## src/rtl/i2c_req_arbiter_if.sv

```systemverilog
// Bundle between the two requesters, the arbiter and the downstream I2C master.
// The arbiter takes the master modport; the bench or the surrounding logic takes the slave modport.
interface i2c_req_arbiter_if;
    logic       Req0;
    logic       Req1;
    logic       Op0;
    logic       Op1;
    logic [7:0] Addr0;
    logic [7:0] Addr1;
    logic [7:0] Data0;
    logic [7:0] Data1;
    logic       Ack0;
    logic       Ack1;
    logic       Err0;
    logic       Err1;
    logic [7:0] RdData0;
    logic [7:0] RdData1;
    logic [1:0] Start_Sig;
    logic [7:0] Addr_Sig;
    logic [7:0] WrData;
    logic [7:0] RdData;
    logic       Done_Sig;
    logic       Busy;

    modport master (
        input  Req0, Req1, Op0, Op1, Addr0, Addr1, Data0, Data1, RdData, Done_Sig,
        output Ack0, Ack1, Err0, Err1, RdData0, RdData1, Start_Sig, Addr_Sig, WrData, Busy
    );

    modport slave (
        output Req0, Req1, Op0, Op1, Addr0, Addr1, Data0, Data1, RdData, Done_Sig,
        input  Ack0, Ack1, Err0, Err1, RdData0, RdData1, Start_Sig, Addr_Sig, WrData, Busy
    );
endinterface

```

## src/rtl/i2c_req_arbiter.sv

```systemverilog
// Two-requester arbiter in front of a single I2C register master: round-robin tie-break,
// one transaction in flight, BUSY timeout with error pulse, and an idle gap between transactions.
module i2c_req_arbiter #(
    parameter logic [19:0] TIMEOUT_CYC = 20'd500000,
    parameter logic [7:0]  GAP_CYC     = 8'd100
) (
    input  logic               CLK_50M,
    input  logic               RSTn,
    i2c_req_arbiter_if.master  bus
);

    typedef enum logic [1:0] {IDLE, BUSY, GAP} state_t;

    state_t      state;
    state_t      state_nxt;
    logic [19:0] busy_cnt;
    logic [7:0]  gap_cnt;
    logic        last_grant;
    logic        owner;
    logic        req_any;
    logic        grant_sel;
    logic        timeout_hit;
    logic        gap_done;

    assign req_any     = bus.Req0 | bus.Req1;
    // On a tie the requester not served last wins; a lone request simply wins.
    assign grant_sel   = (bus.Req0 & bus.Req1) ? ~last_grant : bus.Req1;
    assign timeout_hit = (busy_cnt == TIMEOUT_CYC - 20'd1);
    assign gap_done    = (gap_cnt >= GAP_CYC - 8'd1) && !bus.Done_Sig;

    always_ff @(posedge CLK_50M) begin
        if (!RSTn) state <= IDLE;
        else       state <= state_nxt;
    end

    always_comb begin
        state_nxt = state;
        case (state)
            IDLE:    if (req_any) state_nxt = BUSY;
            BUSY:    if (bus.Done_Sig || timeout_hit) state_nxt = GAP;
            GAP:     if (gap_done) state_nxt = IDLE;
            default: state_nxt = IDLE;
        endcase
    end

    always_comb begin
        bus.Busy = (state != IDLE);
    end

    always_ff @(posedge CLK_50M) begin
        if (!RSTn) begin
            busy_cnt      <= '0;
            gap_cnt       <= '0;
            last_grant    <= 1'b1;
            owner         <= 1'b0;
            bus.Start_Sig <= 2'b00;
            bus.Addr_Sig  <= 8'h00;
            bus.WrData    <= 8'h00;
            bus.RdData0   <= 8'h00;
            bus.RdData1   <= 8'h00;
            bus.Ack0      <= 1'b0;
            bus.Ack1      <= 1'b0;
            bus.Err0      <= 1'b0;
            bus.Err1      <= 1'b0;
        end else begin
            bus.Ack0 <= 1'b0;
            bus.Ack1 <= 1'b0;
            bus.Err0 <= 1'b0;
            bus.Err1 <= 1'b0;
            case (state)
                IDLE: begin
                    if (req_any) begin
                        owner      <= grant_sel;
                        last_grant <= grant_sel;
                        busy_cnt   <= '0;
                        if (grant_sel) begin
                            bus.Start_Sig <= {bus.Op1, ~bus.Op1};
                            bus.Addr_Sig  <= bus.Addr1;
                            bus.WrData    <= bus.Data1;
                        end else begin
                            bus.Start_Sig <= {bus.Op0, ~bus.Op0};
                            bus.Addr_Sig  <= bus.Addr0;
                            bus.WrData    <= bus.Data0;
                        end
                    end
                end
                BUSY: begin
                    if (bus.Done_Sig || timeout_hit) begin
                        bus.Start_Sig <= 2'b00;
                        gap_cnt       <= '0;
                        // Done_Sig takes priority over a coincident timeout.
                        if (owner) begin
                            bus.Ack1 <= 1'b1;
                            bus.Err1 <= !bus.Done_Sig;
                            if (bus.Done_Sig && bus.Start_Sig[1]) bus.RdData1 <= bus.RdData;
                        end else begin
                            bus.Ack0 <= 1'b1;
                            bus.Err0 <= !bus.Done_Sig;
                            if (bus.Done_Sig && bus.Start_Sig[1]) bus.RdData0 <= bus.RdData;
                        end
                    end else begin
                        busy_cnt <= busy_cnt + 20'd1;
                    end
                end
                GAP: begin
                    if (gap_cnt < GAP_CYC - 8'd1) gap_cnt <= gap_cnt + 8'd1;
                end
                default: ;
            endcase
        end
    end

endmodule

```

## src/flat_wrapper.sv

```systemverilog
// flat-port wrapper written by rule: the top's interface ports become plain ports
module i2c_req_arbiter_flat 
#(
    parameter logic [19:0] TIMEOUT_CYC = 20'd500000,
    parameter logic [7:0]  GAP_CYC     = 8'd100
)
  (CLK_50M, RSTn, bus_Req0, bus_Req1, bus_Op0, bus_Op1, bus_Addr0, bus_Addr1, bus_Data0, bus_Data1, bus_RdData, bus_Done_Sig, bus_Ack0, bus_Ack1, bus_Err0, bus_Err1, bus_RdData0, bus_RdData1, bus_Start_Sig, bus_Addr_Sig, bus_WrData, bus_Busy);
  i2c_req_arbiter_if bus_i ();
  input  logic CLK_50M;
  input  logic RSTn;
  input wire logic [$bits(bus_i.Req0)-1:0] bus_Req0;
  input wire logic [$bits(bus_i.Req1)-1:0] bus_Req1;
  input wire logic [$bits(bus_i.Op0)-1:0] bus_Op0;
  input wire logic [$bits(bus_i.Op1)-1:0] bus_Op1;
  input wire logic [$bits(bus_i.Addr0)-1:0] bus_Addr0;
  input wire logic [$bits(bus_i.Addr1)-1:0] bus_Addr1;
  input wire logic [$bits(bus_i.Data0)-1:0] bus_Data0;
  input wire logic [$bits(bus_i.Data1)-1:0] bus_Data1;
  input wire logic [$bits(bus_i.RdData)-1:0] bus_RdData;
  input wire logic [$bits(bus_i.Done_Sig)-1:0] bus_Done_Sig;
  output wire logic [$bits(bus_i.Ack0)-1:0] bus_Ack0;
  output wire logic [$bits(bus_i.Ack1)-1:0] bus_Ack1;
  output wire logic [$bits(bus_i.Err0)-1:0] bus_Err0;
  output wire logic [$bits(bus_i.Err1)-1:0] bus_Err1;
  output wire logic [$bits(bus_i.RdData0)-1:0] bus_RdData0;
  output wire logic [$bits(bus_i.RdData1)-1:0] bus_RdData1;
  output wire logic [$bits(bus_i.Start_Sig)-1:0] bus_Start_Sig;
  output wire logic [$bits(bus_i.Addr_Sig)-1:0] bus_Addr_Sig;
  output wire logic [$bits(bus_i.WrData)-1:0] bus_WrData;
  output wire logic [$bits(bus_i.Busy)-1:0] bus_Busy;
  assign bus_i.Req0 = bus_Req0;
  assign bus_i.Req1 = bus_Req1;
  assign bus_i.Op0 = bus_Op0;
  assign bus_i.Op1 = bus_Op1;
  assign bus_i.Addr0 = bus_Addr0;
  assign bus_i.Addr1 = bus_Addr1;
  assign bus_i.Data0 = bus_Data0;
  assign bus_i.Data1 = bus_Data1;
  assign bus_i.RdData = bus_RdData;
  assign bus_i.Done_Sig = bus_Done_Sig;
  assign bus_Ack0 = bus_i.Ack0;
  assign bus_Ack1 = bus_i.Ack1;
  assign bus_Err0 = bus_i.Err0;
  assign bus_Err1 = bus_i.Err1;
  assign bus_RdData0 = bus_i.RdData0;
  assign bus_RdData1 = bus_i.RdData1;
  assign bus_Start_Sig = bus_i.Start_Sig;
  assign bus_Addr_Sig = bus_i.Addr_Sig;
  assign bus_WrData = bus_i.WrData;
  assign bus_Busy = bus_i.Busy;
  i2c_req_arbiter #(.TIMEOUT_CYC(TIMEOUT_CYC), .GAP_CYC(GAP_CYC)) u_core (.CLK_50M(CLK_50M), .RSTn(RSTn), .bus(bus_i));
endmodule
```

## config.mk

```make
export PLATFORM = sky130hd
export DESIGN_NAME = i2c_req_arbiter_flat
export DESIGN_NICKNAME = d
export VERILOG_FILES = /design/src/rtl/i2c_req_arbiter_if.sv /design/src/rtl/i2c_req_arbiter.sv /design/src/flat_wrapper.sv
export SDC_FILE = /design/constraint.sdc
export NUM_CORES = 1
export LEC_CHECK = 0
export BUFFER_PORTS_ARGS = -buffer_cell sky130_fd_sc_hd__buf_4
export CORE_AREA = 2 2 81 83
export CTS_CLUSTER_DIAMETER = 150
export CTS_CLUSTER_SIZE = 8
export DETAILED_ROUTE_END_ITERATION = 16
export DIE_AREA = 0 0 83 85
export PLACE_DENSITY_LB_ADDON = 0.12
export SLEW_MARGIN = 20
export SYNTH_ARGS = -nofsm -noshare
export SYNTH_HDL_FRONTEND = slang
export SYNTH_SLANG_ARGS = --single-unit
```

## constraint.sdc

```tcl
create_clock -name CLK_50M -period 2.25 [get_ports CLK_50M]
set_input_delay 0.1125 -clock CLK_50M [delete_from_list [all_inputs] [get_ports CLK_50M]]
set_output_delay 0.1125 -clock CLK_50M [all_outputs]
set_load 0.01 [all_outputs]
```

=== Word-level counts from Yosys, hierarchy flattened ===
Index checks and enable logic that the tools add are counted.
W data, S select, Z words.

* $lt $le $gt $ge: 2
* Muxes and demuxes: 19
* Reduce and logical (&&, ||, !) cells: 18
* Add/sub/neg operators: 2
* Equal/unequal tests: 8
* Bitwise operators: 9

{| class="wikitable"
|+ Operators by type and width
! kind !! number
|-
| $mux W20 || 2
|-
| $pmux W20 S2 || 1
|-
| $mux W8 || 4
|-
| $add A20 B1 Y20 const B || 1
|-
| $eq A20 B19 Y1 const B || 1
|-
| $pmux W8 S2 || 1
|-
| $reduce_and A3 Y1 || 5
|-
| $mux W2 || 6
|-
| $reduce_and A4 Y1 || 3
|-
| $add A8 B1 Y8 const B || 1
|-
| $ge A8 B7 Y1 const B || 1
|-
| $lt A8 B7 Y1 const B || 1
|-
| $ne A2 B1 Y1 const B || 4
|-
| $not A1 Y1 || 7
|-
| $pmux W2 S3 || 1
|-
| $reduce_bool A2 Y1 || 3
|-
| $pmux W2 S2 || 1
|-
| $reduce_or A4 Y1 || 1
|-
| $mux W1 || 3
|-
| $eq A2 B1 Y1 const B || 1
|-
| $eq A2 B2 Y1 const B || 1
|-
| $logic_and A1 B1 Y1 || 2
|-
| $logic_not A2 Y1 || 1
|-
| $ne A2 B2 Y1 const B || 1
|-
| 5 further kinds || 5
|}

* Output and inout port bits: 39
* Register bits: 70
* Word-level logic and storage cells: 72
* Input port bits: 47

=== Depth between registers and ports, before layout ===
Gate-level depths: netlist (run 1).

* Word-level depth: 5
* Mapped depth: 7
* Gate-level depth less buffers: 6

=== Worst setup path after synthesis (run 1) ===
No wires, ideal clock.

* Kind: register -> register
* Start: register u_core.gap_cnt[0]
* End: register u_core.gap_cnt[5]
* Stages on the path, launching flop included: 7
* Path buffers: 0
* Arrival time: 1.792 ns
* Slack: 0.325 ns
* Required time: 2.118 ns
* Setup time: 0.132 ns
* Clock period less this slack: 1.925 ns
* Path through: dfxtp_1 > ha_1 > or4_1 > a311oi_2 > a221oi_1 > o21ai_0 > a21oi_1

* Word-level cells in the longest chain between the ends: 3
* Elaborated cells on any way between the ends: 6
* Those cells by class: add/sub (1); order compare (1); eq/ne (1); mux (2); reduce/logical (1)

{| class="wikitable"
|+ RTL lines
! element !! line !! source
|-
| start, declared || i2c_req_arbiter.sv:17 || <nowiki>logic [7:0] gap_cnt;</nowiki>
|-
| start signal, assigned || i2c_req_arbiter.sv:106 || <nowiki>if (gap_cnt < GAP_CYC - 8'd1) gap_cnt <= gap_cnt + 8'd1;</nowiki>
|-
| $add A8 B1 Y8 / $lt A8 B7 Y1 (equally long branches) || i2c_req_arbiter.sv:106 ||
|-
| $mux W8 / $ne A2 B1 Y1 (equally long branches) || - ||
|-
| $pmux W8 S2 / $reduce_and A3 Y1 (equally long branches) || - ||
|}

Parallel ways exist; a longest one is shown, timed or not. The select of a mux whose other input is x is not followed.
A chain may end at the register's enable or synchronous reset.

=== Worst setup path after layout (run 1) ===
* Start: input bus_Done_Sig
* End: register u_core.busy_cnt[7]

* Word-level cells in the longest chain between the ends: 3

{| class="wikitable"
|+ RTL lines
! element !! line !! source
|-
| start, declared || flat_wrapper.sv:20 || <nowiki>input wire logic [$bits(bus_i.Done_Sig)-1:0] bus_Done_Sig;</nowiki>
|-
| $logic_or A1 B1 Y1 || i2c_req_arbiter.sv:88 || <nowiki>if (bus.Done_Sig || timeout_hit) begin</nowiki>
|-
| $ne A2 B2 Y1 (no line) || - ||
|-
| $reduce_and A3 Y1 (no line) || - ||
|-
| end signal, assigned || i2c_req_arbiter.sv:102 || <nowiki>busy_cnt <= busy_cnt + 20'd1;</nowiki>
|-
| end, declared || i2c_req_arbiter.sv:16 || <nowiki>logic [19:0] busy_cnt;</nowiki>
|}

No other way between the ends.

==> results.cfg, run 1 <==
[run_status]
status = finished, final reports clean

[worst_setup_path]
r2r_start = u_core.state[0]$_SDFFE_PN0P_
r2r_setup_slack_ns = 0.25
cp_top_family = simple AND/OR/NAND/NOR gates
critPathLaunch = bus_Done_Sig
worst-path-stages = 7
timing.rr.end = u_core.busy_cnt[7]$_SDFFE_PN0P_
worstPathRequired_ns = 2.52
worstPathArrival_ns = 2.32
path_buf_inv = 2
path_cells = dlygate4sd3_1 > buf_4 > or3b_4 > o21ai_2 > a21bo_4 > or4_1 > a21oi_1
slowest_stage = dlygate4sd3_1
slowest_delay_ns = 0.54
end_kind = flip-flop
ff2ff_path_depth = 5
crit_path_end = u_core.busy_cnt[7]$_SDFFE_PN0P_
critical_path.max_fanout = 24
path_class = in2reg
cp-start-kind = input pin

[placed_design]
globalplace.congestion = 0.813
hpwl_um = 5290
io_buffers = 85
placed_cell_area_um2 = 3850

[floorplanning]
die_x_um = 83
die_y_um = 85
rows = 29
io_pins = 86
dieArea_um2 = 7060
core-area_um2 = 6200
start_util_pct = 49.9

[pwr]
pwr-share-clk_pct = 43.3
swShare_pct = 23.6
p_sw_mw = 0.736
pwr-share-comb_pct = 14.1
p_int_mw = 2.38
p_seq_share_pct = 42.6
power_density_nw_per_um2 = 744
leakage_nw = 1.74
ir_drop_mv = 0.578

[timing]
tightest_slew_ns = 0.567
tns_ns = 0
grt_setup_unrepaired = false
report.final.slew_viol_count = 0
setup_viol = 0
finClkSkew_ns = 0.00692
period_minus_slack_ns = 2.04
slew_headroom_pct = 62.2
finalCritPeriodShare_pct = 90.9
hold_viol_final = 0
timing.fmax_mhz = 489

[logic_synthesis]
syn_avg_cell_area_um2 = 8.93
synthCells = 347
yosysSeqAreaShare_pct = 45.2
ys_types = 47
synth_warnings = 0
synthArstFlopShare_pct = 0
synth_fp_nets = 396
synth.cell_area_um2 = 3100
ys_ff_latch = 70
synth_flop_cell = dfxtp_1
synth-edff-count = 0

[drt]
drt_drc_violations_left = 0
vias = 2921
detail-route-antenna-nets = 0
drtIter0Drc = 114
via_per_inst = 5.56
wl_per_cell_um = 14.5
dr.pass1.iters = 5
drt_wl_total_um = 7590

[cells_and_area]
diodes = 0
final_cell_area_um2 = 4190
layout_common_cells = 97 x buf_4, 70 x dfxtp_1, 50 x nor2_1
synthToLayoutAreaGrowth_pct = 35.1
drive_gt1_share_pct = 27.5
num-fill-cells = 515
final_common_cell = buf_4
final_nets = 492

[clocking]
clock_latency_ns = 0.34
cts.clk_slew.worst_paths_ns = 0.08
ctsLongestPathBuffers = 2
cts_tree = done
htreeDepth = 3
clockRootBuffer = clkbuf_8
numCtsBuffers = 9
cts_sinks = 70

[min_path]
min_path_cells = 3
hp-class = in2reg

[global_routing]
grt_pass1_wl_um = 12700
antenna_found_initial = 0
grt_max_degree = 54
grt_pass1_vias = 2911
grtUsageTotal_pct = 21.8
grt_remaining_overflow = 0

[run]
maxCapViolations = 0
## timing repair
item / CTS / global route
endpoints found under the hold margin: 7 / 0
resized for setup: 0 / 1
hold buffers: 6 / 0
endpoints found under the setup margin: 0 / 2
buffers inserted: 0 / 0
## layout make-up
| type | count | area (um^2) | area share [%] |
|---|---|---|---|
| clock inverter | 6 | 133 | 3.17 |
| clock buffer | 10 | 138 | 3.29 |
| inverter | 6 | 22.5 | 0.538 |
| tap | 77 | 96.3 | 2.30 |
| sequential | 70 | 1400 | 33.5 |
| multi-input combinational | 253 | 1610 | 38.4 |
| timing repair buffer | 103 | 788 | 18.8 |
## registers in the layout, summed over array words and instances (netlist names)
signal and flops:
u_core.bus.WrData 8, u_core.bus.Err1 1, u_core.busy_cnt 20, u_core.bus.Ack1 1
u_core.bus.RdData1 8, u_core.bus.RdData0 8, u_core.owner 1, u_core.gap_cnt 8
u_core.bus.Addr_Sig 8, u_core.bus.Start_Sig 2, u_core.last_grant 1, u_core.bus.Ack0 1
u_core.bus.Err0 1, u_core.state 2
## synthesized netlist by cell type, types with 8 or more instances
master,count,share of area (%)
o21ai_0,12,1.9
clkbuf_1,12,1.5
nand2_1,19,2.3
nor2_1,51,6.2
o31ai_1,8,1.9
a21oi_1,20,3.2
mux2i_1,35,11
a211oi_1,18,4.4
and3_1,9,1.8
nand3_1,9,1.5
nor3_1,12,1.9
dfxtp_1,70,45
## worst min-delay path by stage
| stage | start | end |
|---|---|---|
| final | bus_RdData[4] | u_core.bus.RdData0[4]$_SDFFE_PN0P_ |
| after global routing | bus_RdData[4] | u_core.bus.RdData0[4]$_SDFFE_PN0P_ |
| after CTS | bus_RdData[4] | u_core.bus.RdData0[4]$_SDFFE_PN0P_ |
| after detailed placement | bus_Done_Sig | u_core.bus.Err1$_SDFF_PN0_ |
| after global placement | bus_RdData[3] | u_core.bus.RdData1[3]$_SDFFE_PN0P_ |
| after floorplan | bus_RdData[0] | u_core.bus.RdData1[0]$_SDFFE_PN0P_ |
## metrics by stage
step                      instances  hold slack (ns)  utilization (%)  worst slack [ns]  power [mW]
after floorplan                 347            0.256                -             0.325        1.58
after global placement          503            0.351             62.0             0.256        1.77
after detailed placement        503            0.359             62.0             0.220        1.78
after CTS                       525          0.00295             67.4             0.155        3.13
after global routing            525           0.0217             67.5            0.0161        3.23
final                           525           0.0205             67.5             0.205        3.12
## layer usage
| layer | vias up | share of wire [%] | GRT usage [%] |
|---|---|---|---|
| met5 | - | 0 | 0 |
| met4 | 0 | 1.1 | 7.60 |
| met3 | 12 | 7.5 | 8.07 |
| met2 | 92 | 46 | 36.6 |
| met1 | 1339 | 45 | 25.7 |
| li1 | 1478 | - | - |
## logic make-up after synthesis
family          share of synthesized area (%)
simple gates                             21.0
compound gates                           18.1
flops                                    45.2
mux                                      11.3
buf+inv                                  3.31
fa+ha+maj                               0.807
xor+xnor                                0.283
## power groups by stage
stage / clock, mW / combinational [mW] / sequential, mW
3_3_place_gp: 0 / 0.423 / 1.35
5_1_grt: 1.42 / 0.481 / 1.33
3_5_place_dp: 0 / 0.427 / 1.35
2_1_floorplan: 0 / 0.214 / 1.37
4_1_cts: 1.37 / 0.438 / 1.33
6_report: 1.35 / 0.439 / 1.33
## worst min-delay path, cell delays in order
cell and delay [ns]:
buf_4 0.08, mux2i_1 0.06, nor2_1 0.08
(Power assumes the default switching activity.)
==> inputs of run 2 (changes only) <==
--- a/config.mk
+++ b/config.mk
@@ -11,7 +11,9 @@
 export CTS_CLUSTER_SIZE = 8
 export DETAILED_ROUTE_END_ITERATION = 16
 export DIE_AREA = 0 0 83 85
+export GPL_TIMING_DRIVEN = 0
 export PLACE_DENSITY_LB_ADDON = 0.12
+export SETUP_SLACK_MARGIN = 0.1
 export SLEW_MARGIN = 20
 export SYNTH_ARGS = -nofsm -noshare
 export SYNTH_HDL_FRONTEND = slang
==> results.cfg, run 2 (same netlist as run 1, synthesis figures left out) <==
[floorplanning]
die_y_um = 85
rows = 29
core-area_um2 = 6200
die_x_um = 83
start_util_pct = 49.9
dieArea_um2 = 7060
io_pins = 86

[pwr]
power_density_nw_per_um2 = 678
pwr-share-comb_pct = 16.2
leakage_nw = 1.71
swShare_pct = 26.6
ir_drop_mv = 0.397
report.power.total_mw = 2.82
p_seq_share_pct = 46.9
p_int_mw = 2.07
pwr-share-clk_pct = 36.8
p_sw_mw = 0.752

[clocking]
clockRootBuffer = clkbuf_8
ctsLongestPathBuffers = 2
cts_tree = done
cts.clk_slew.worst_paths_ns = 0.07
numCtsBuffers = 9
cts_sinks = 70
htreeDepth = 3
clock_latency_ns = 0.35

[timing]
slew_headroom_pct = 60.0
hold_viol_final = 0
tns_ns = 0
period_minus_slack_ns = 2.00
timing.fmax_mhz = 501
finalCritPeriodShare_pct = 88.7
setup_viol = 0
finClkSkew_ns = 0.0101
report.final.slew_viol_count = 0
grt_setup_unrepaired = false
tightest_slew_ns = 0.600

[placed_design]
io_buffers = 84
hpwl_um = 5790
globalplace.congestion = 0.872

[drt]
drtIter0Drc = 185
via_per_inst = 5.70
wl_per_cell_um = 15.8
vias = 3042
detail-route-antenna-nets = 0
drt_drc_violations_left = 0
drt_wl_total_um = 8450
dr.pass1.iters = 4

[worst_setup_path]
critPathLaunch = u_core.busy_cnt[0]$_SDFFE_PN0P_
timing.rr.end = u_core.bus.Err1$_SDFF_PN0_
cp-start-kind = flip-flop
ff2ff_path_depth = 7
end_kind = flip-flop
r2r_start = u_core.busy_cnt[0]$_SDFFE_PN0P_
crit_path_end = u_core.bus.Err1$_SDFF_PN0_
path_class = reg2reg
critical_path.max_fanout = 6
worstPathRequired_ns = 2.51
worstPathArrival_ns = 2.25
r2r_setup_slack_ns = 0.25

[run]
maxCapViolations = 0

[global_routing]
grt_pass1_wl_um = 13600
grt_remaining_overflow = 0
grtUsageTotal_pct = 24.1
grt_pass1_vias = 2910
antenna_found_initial = 0
grt_max_degree = 12

[cells_and_area]
synthToLayoutAreaGrowth_pct = 34.3
regMostFlops = u_core.busy_cnt
largest_reg_flops = 20
final_common_cell = buf_4
diodes = 0
final_nets = 501
layout_common_cells = 88 x buf_4, 68 x dfxtp_1, 49 x nor2_1
drive_gt1_share_pct = 27.1

[run_status]
status = finished, final reports clean

[min_path]
hp-class = in2reg
[run 2: power groups by stage]
| stage | sequential, mW | combinational (mW) | clock [mW] |
|---|---|---|---|
| after floorplan | 1.37 | 0.214 | 0 |
| after global placement | 1.35 | 0.429 | 0 |
| after detailed placement | 1.35 | 0.438 | 0 |
| after CTS | 1.32 | 0.451 | 1.04 |
| after global routing | 1.33 | 0.495 | 1.11 |
| final | 1.33 | 0.459 | 1.04 |
[run 2: final cells by class]
class	count	area, um^2
clock buffers	12	155
fillers	533	2040
plain buffers	18	85.1
well taps	77	96.3
inverters	6	22.5
repair buffers	94	721
clock inverters	4	45.0
flip-flops and latches	70	1400
multi-input cells	253	1630
[run 2: worst min path at each step]
stage,start,endpoint,cells after the start
after floorplan,bus_RdData[0],u_core.bus.RdData1[0]$_SDFFE_PN0P_,2
after global placement,bus_Done_Sig,u_core.bus.Err1$_SDFF_PN0_,2
after detailed placement,bus_Done_Sig,u_core.bus.Err0$_SDFF_PP0_,2
after CTS,bus_RdData[5],u_core.bus.RdData1[5]$_SDFFE_PN0P_,3
after global routing,bus_RdData[3],u_core.bus.RdData1[3]$_SDFFE_PN0P_,3
final,bus_RdData[3],u_core.bus.RdData1[3]$_SDFFE_PN0P_,3
[run 2: through the flow]
step	cell area [um^2]	util, %	instances	setup WS, ns	hold WS [ns]
2_1_floorplan	3100	-	347	0.325	0.256
3_3_place_gp	3830	61.7	508	0.0121	0.321
4_1_cts	4110	66.2	530	0.156	0.00574
6_report	4160	67.1	534	0.254	0.00988
3_5_place_dp	3830	61.7	508	-0.0136	0.322
5_1_grt	4160	67.1	534	0.107	0.00237
[run 2: repair_timing]
item | in CTS | in global routing
endpoints found under the setup margin | 8 | 36
hold buffers | 5 | 1
buffers inserted | 1 | 3
pin swaps | 1 | 1
endpoints found under the hold margin | 6 | 1
resized for setup | 3 | 10
[run 2: critical path: stages, from the launching register on]
cell and delay, ns:
dfxtp_2 0.37, ha_2 0.21, nand4_1 0.26, buf_4 0.25, nor2_1 0.18, a21oi_1 0.13
nand2b_2 0.25, nor4b_1 0.26
[run 2: metal layers]
layer / wire length [um] / track usage, %
met3: 652 / 7.98
met2: 4140 / 40.5
met5: 0 / 0
met1: 3500 / 28.1
met4: 161 / 10.4
==> inputs of run 3 (changes only) <==
--- a/config.mk
+++ b/config.mk
@@ -13,6 +13,7 @@
 export DIE_AREA = 0 0 83 85
 export GPL_TIMING_DRIVEN = 0
 export PLACE_DENSITY_LB_ADDON = 0.12
+export REMOVE_ABC_BUFFERS = 1
 export SETUP_SLACK_MARGIN = 0.1
 export SLEW_MARGIN = 20
 export SYNTH_ARGS = -nofsm -noshare
==> results.cfg, run 3 (same netlist as run 1, synthesis figures left out) <==
[worst_setup_path]
ff2ff_path_depth = 6
cp-start-kind = flip-flop
timing.rr.end = u_core.gap_cnt[6]$_SDFFE_PN0P_
worstPathRequired_ns = 2.45
r2r_start = u_core.gap_cnt[0]$_SDFFE_PN0P_
critical_path.max_fanout = 7
worstPathArrival_ns = 2.24
end_kind = flip-flop
path_class = reg2reg
r2r_setup_slack_ns = 0.21

[pwr]
power_density_nw_per_um2 = 699
swShare_pct = 25.7
p_int_mw = 2.16
p_sw_mw = 0.747
leakage_nw = 1.71
pwr-share-clk_pct = 39.4
ir_drop_mv = 0.351
pwr-share-comb_pct = 15.0
p_seq_share_pct = 45.6

[cells_and_area]
num-fill-cells = 505
largest_reg_flops = 20
diodes = 0
final_common_cell = buf_4
fin_util_pct = 66.9
synthToLayoutAreaGrowth_pct = 34.0
layout_common_cells = 89 x buf_4, 70 x dfxtp_1, 50 x nor2_1
regMostFlops = u_core.busy_cnt
final_nets = 488
drive_gt1_share_pct = 26.4
fin_cells = 521

[timing]
finalCritPeriodShare_pct = 90.5
hold_viol_final = 0
tightest_slew_ns = 0.897
finClkSkew_ns = 0.0113
slew_headroom_pct = 40.1
report.final.slew_viol_count = 0
setup_viol = 0
period_minus_slack_ns = 2.04
grt_setup_unrepaired = true
timing.fmax_mhz = 491

[drt]
drt_wl_total_um = 7590
wl_per_cell_um = 14.6
detail-route-antenna-nets = 0
drtIter0Drc = 142
drt_drc_violations_left = 0
vias = 2889
dr.pass1.iters = 4
via_per_inst = 5.55

[global_routing]
grtUsageTotal_pct = 22.3
grt_remaining_overflow = 0
grt_pass1_vias = 2815
grt_max_degree = 55
antenna_found_initial = 0
grt_pass1_wl_um = 12900

[placed_design]
globalplace.congestion = 0.826
io_buffers = 85
hpwl_um = 5040
dp.cells = 492

[clocking]
numCtsBuffers = 9
cts_sinks = 70
clockRootBuffer = clkbuf_8
cts.clk_slew.worst_paths_ns = 0.08
clock_latency_ns = 0.35
htreeDepth = 3
cts_tree = done
ctsLongestPathBuffers = 2

[min_path]
min_path_cells = 3
holdPathEnd = u_core.bus.Addr_Sig[5]$_SDFFE_PN0P_
hp-class = in2reg
hp-start = bus_Addr0[5]

[floorplanning]
die_y_um = 85
io_pins = 86
start_util_pct = 49.9
core-area_um2 = 6200
dieArea_um2 = 7060
rows = 29
die_x_um = 83

[run]
maxCapViolations = 0

[run_status]
status = finished, final reports clean
run 3: cell count changes in the layout (fill, tap and decap cells not counted), sizes merged:
| cell | change |
|---|---|
| bufinv | +1 |
| clkinvlp | +1 |
| clkinv | -2 |
| buf | -3 |
| inv | +1 |
| dlygate4sd3 | +3 |
| clkbuf | -14 |
run 3: how the worst max path moves through the flow:
stage | from | end | slack (ns)
5_1_grt | u_core.state[1]$_SDFFE_PN0P_ | u_core.busy_cnt[7]$_SDFFE_PN0P_ | 0.09
3_3_place_gp | u_core.last_grant$_SDFFE_PN1P_ | u_core.bus.Start_Sig[1]$_SDFFE_PN0P_ | -1.10
3_5_place_dp | u_core.gap_cnt[0]$_SDFFE_PN0P_ | u_core.gap_cnt[5]$_SDFFE_PN0P_ | -0.01
4_1_cts | u_core.state[0]$_SDFFE_PN0P_ | u_core.bus.RdData1[2]$_SDFFE_PN0P_ | 0.07
6_report | u_core.gap_cnt[0]$_SDFFE_PN0P_ | u_core.gap_cnt[6]$_SDFFE_PN0P_ | 0.21
2_1_floorplan | u_core.last_grant$_SDFFE_PN1P_ | u_core.bus.Start_Sig[1]$_SDFFE_PN0P_ | -0.61
run 3: layout make-up:
type                       count  area [um^2]  area share (%)
clock buffer                  11          141            3.40
sequential                    70         1400            33.7
tap                           77         96.3            2.32
multi-input combinational    253         1640            39.5
clock inverter                 5         81.3            1.96
inverter                       6         22.5           0.542
timing repair buffer          99          769            18.5
run 3: metrics by stage:
step / power (mW) / setup slack (ns) / instance area [um^2] / hold slack [ns] / TNS [ns]
2_1_floorplan: 1.57 / -0.606 / 3020 / 0.189 / -9.56
3_3_place_gp: 1.76 / -1.10 / 3750 / 0.350 / -18.35
3_5_place_dp: 1.77 / -0.0121 / 3780 / 0.358 / -0.0241
4_1_cts: 2.92 / 0.0706 / 4110 / 0.0958 / 0
5_1_grt: 3.02 / 0.0860 / 4150 / 0.101 / 0
6_report: 2.91 / 0.214 / 4150 / 0.108 / 0
run 3: power by group through the flow:
stage          clock network (mW)  registers [mW]  logic, mW
3_3_place_gp                    0            1.35      0.408
6_report                     1.15            1.33      0.435
2_1_floorplan                   0            1.37      0.198
4_1_cts                      1.16            1.32      0.431
3_5_place_dp                    0            1.35      0.416
5_1_grt                      1.21            1.33      0.479
run 3: what timing repair did:
action,CTS,global route
resized for setup,2,4
hold buffers,9,0
hold endpoints to repair,12,0
setup buffers,0,4
pin swaps,1,2
gates cloned,0,0
endpoints found under the setup margin,7,41
run 3: routing by layer:
layer  share of wire, %  vias to the layer above  wire (um)  track usage (%)
met5                  0                        -          0                0
met4                2.0                        0        149             10.4
met3                7.1                       12        539             7.88
met2                 44                       76       3380             34.5
met1                 46                     1339       3530             28.1
li1                   -                     1462          -                -
run 3: critical path, stage by stage (launching register included):
cell and delay [ns]:
dfxtp_1 0.34, ha_1 0.23, or4_1 0.46, a311oi_4 0.42, a221oi_2 0.14, o21ai_1 0.21, a21oi_1 0.09
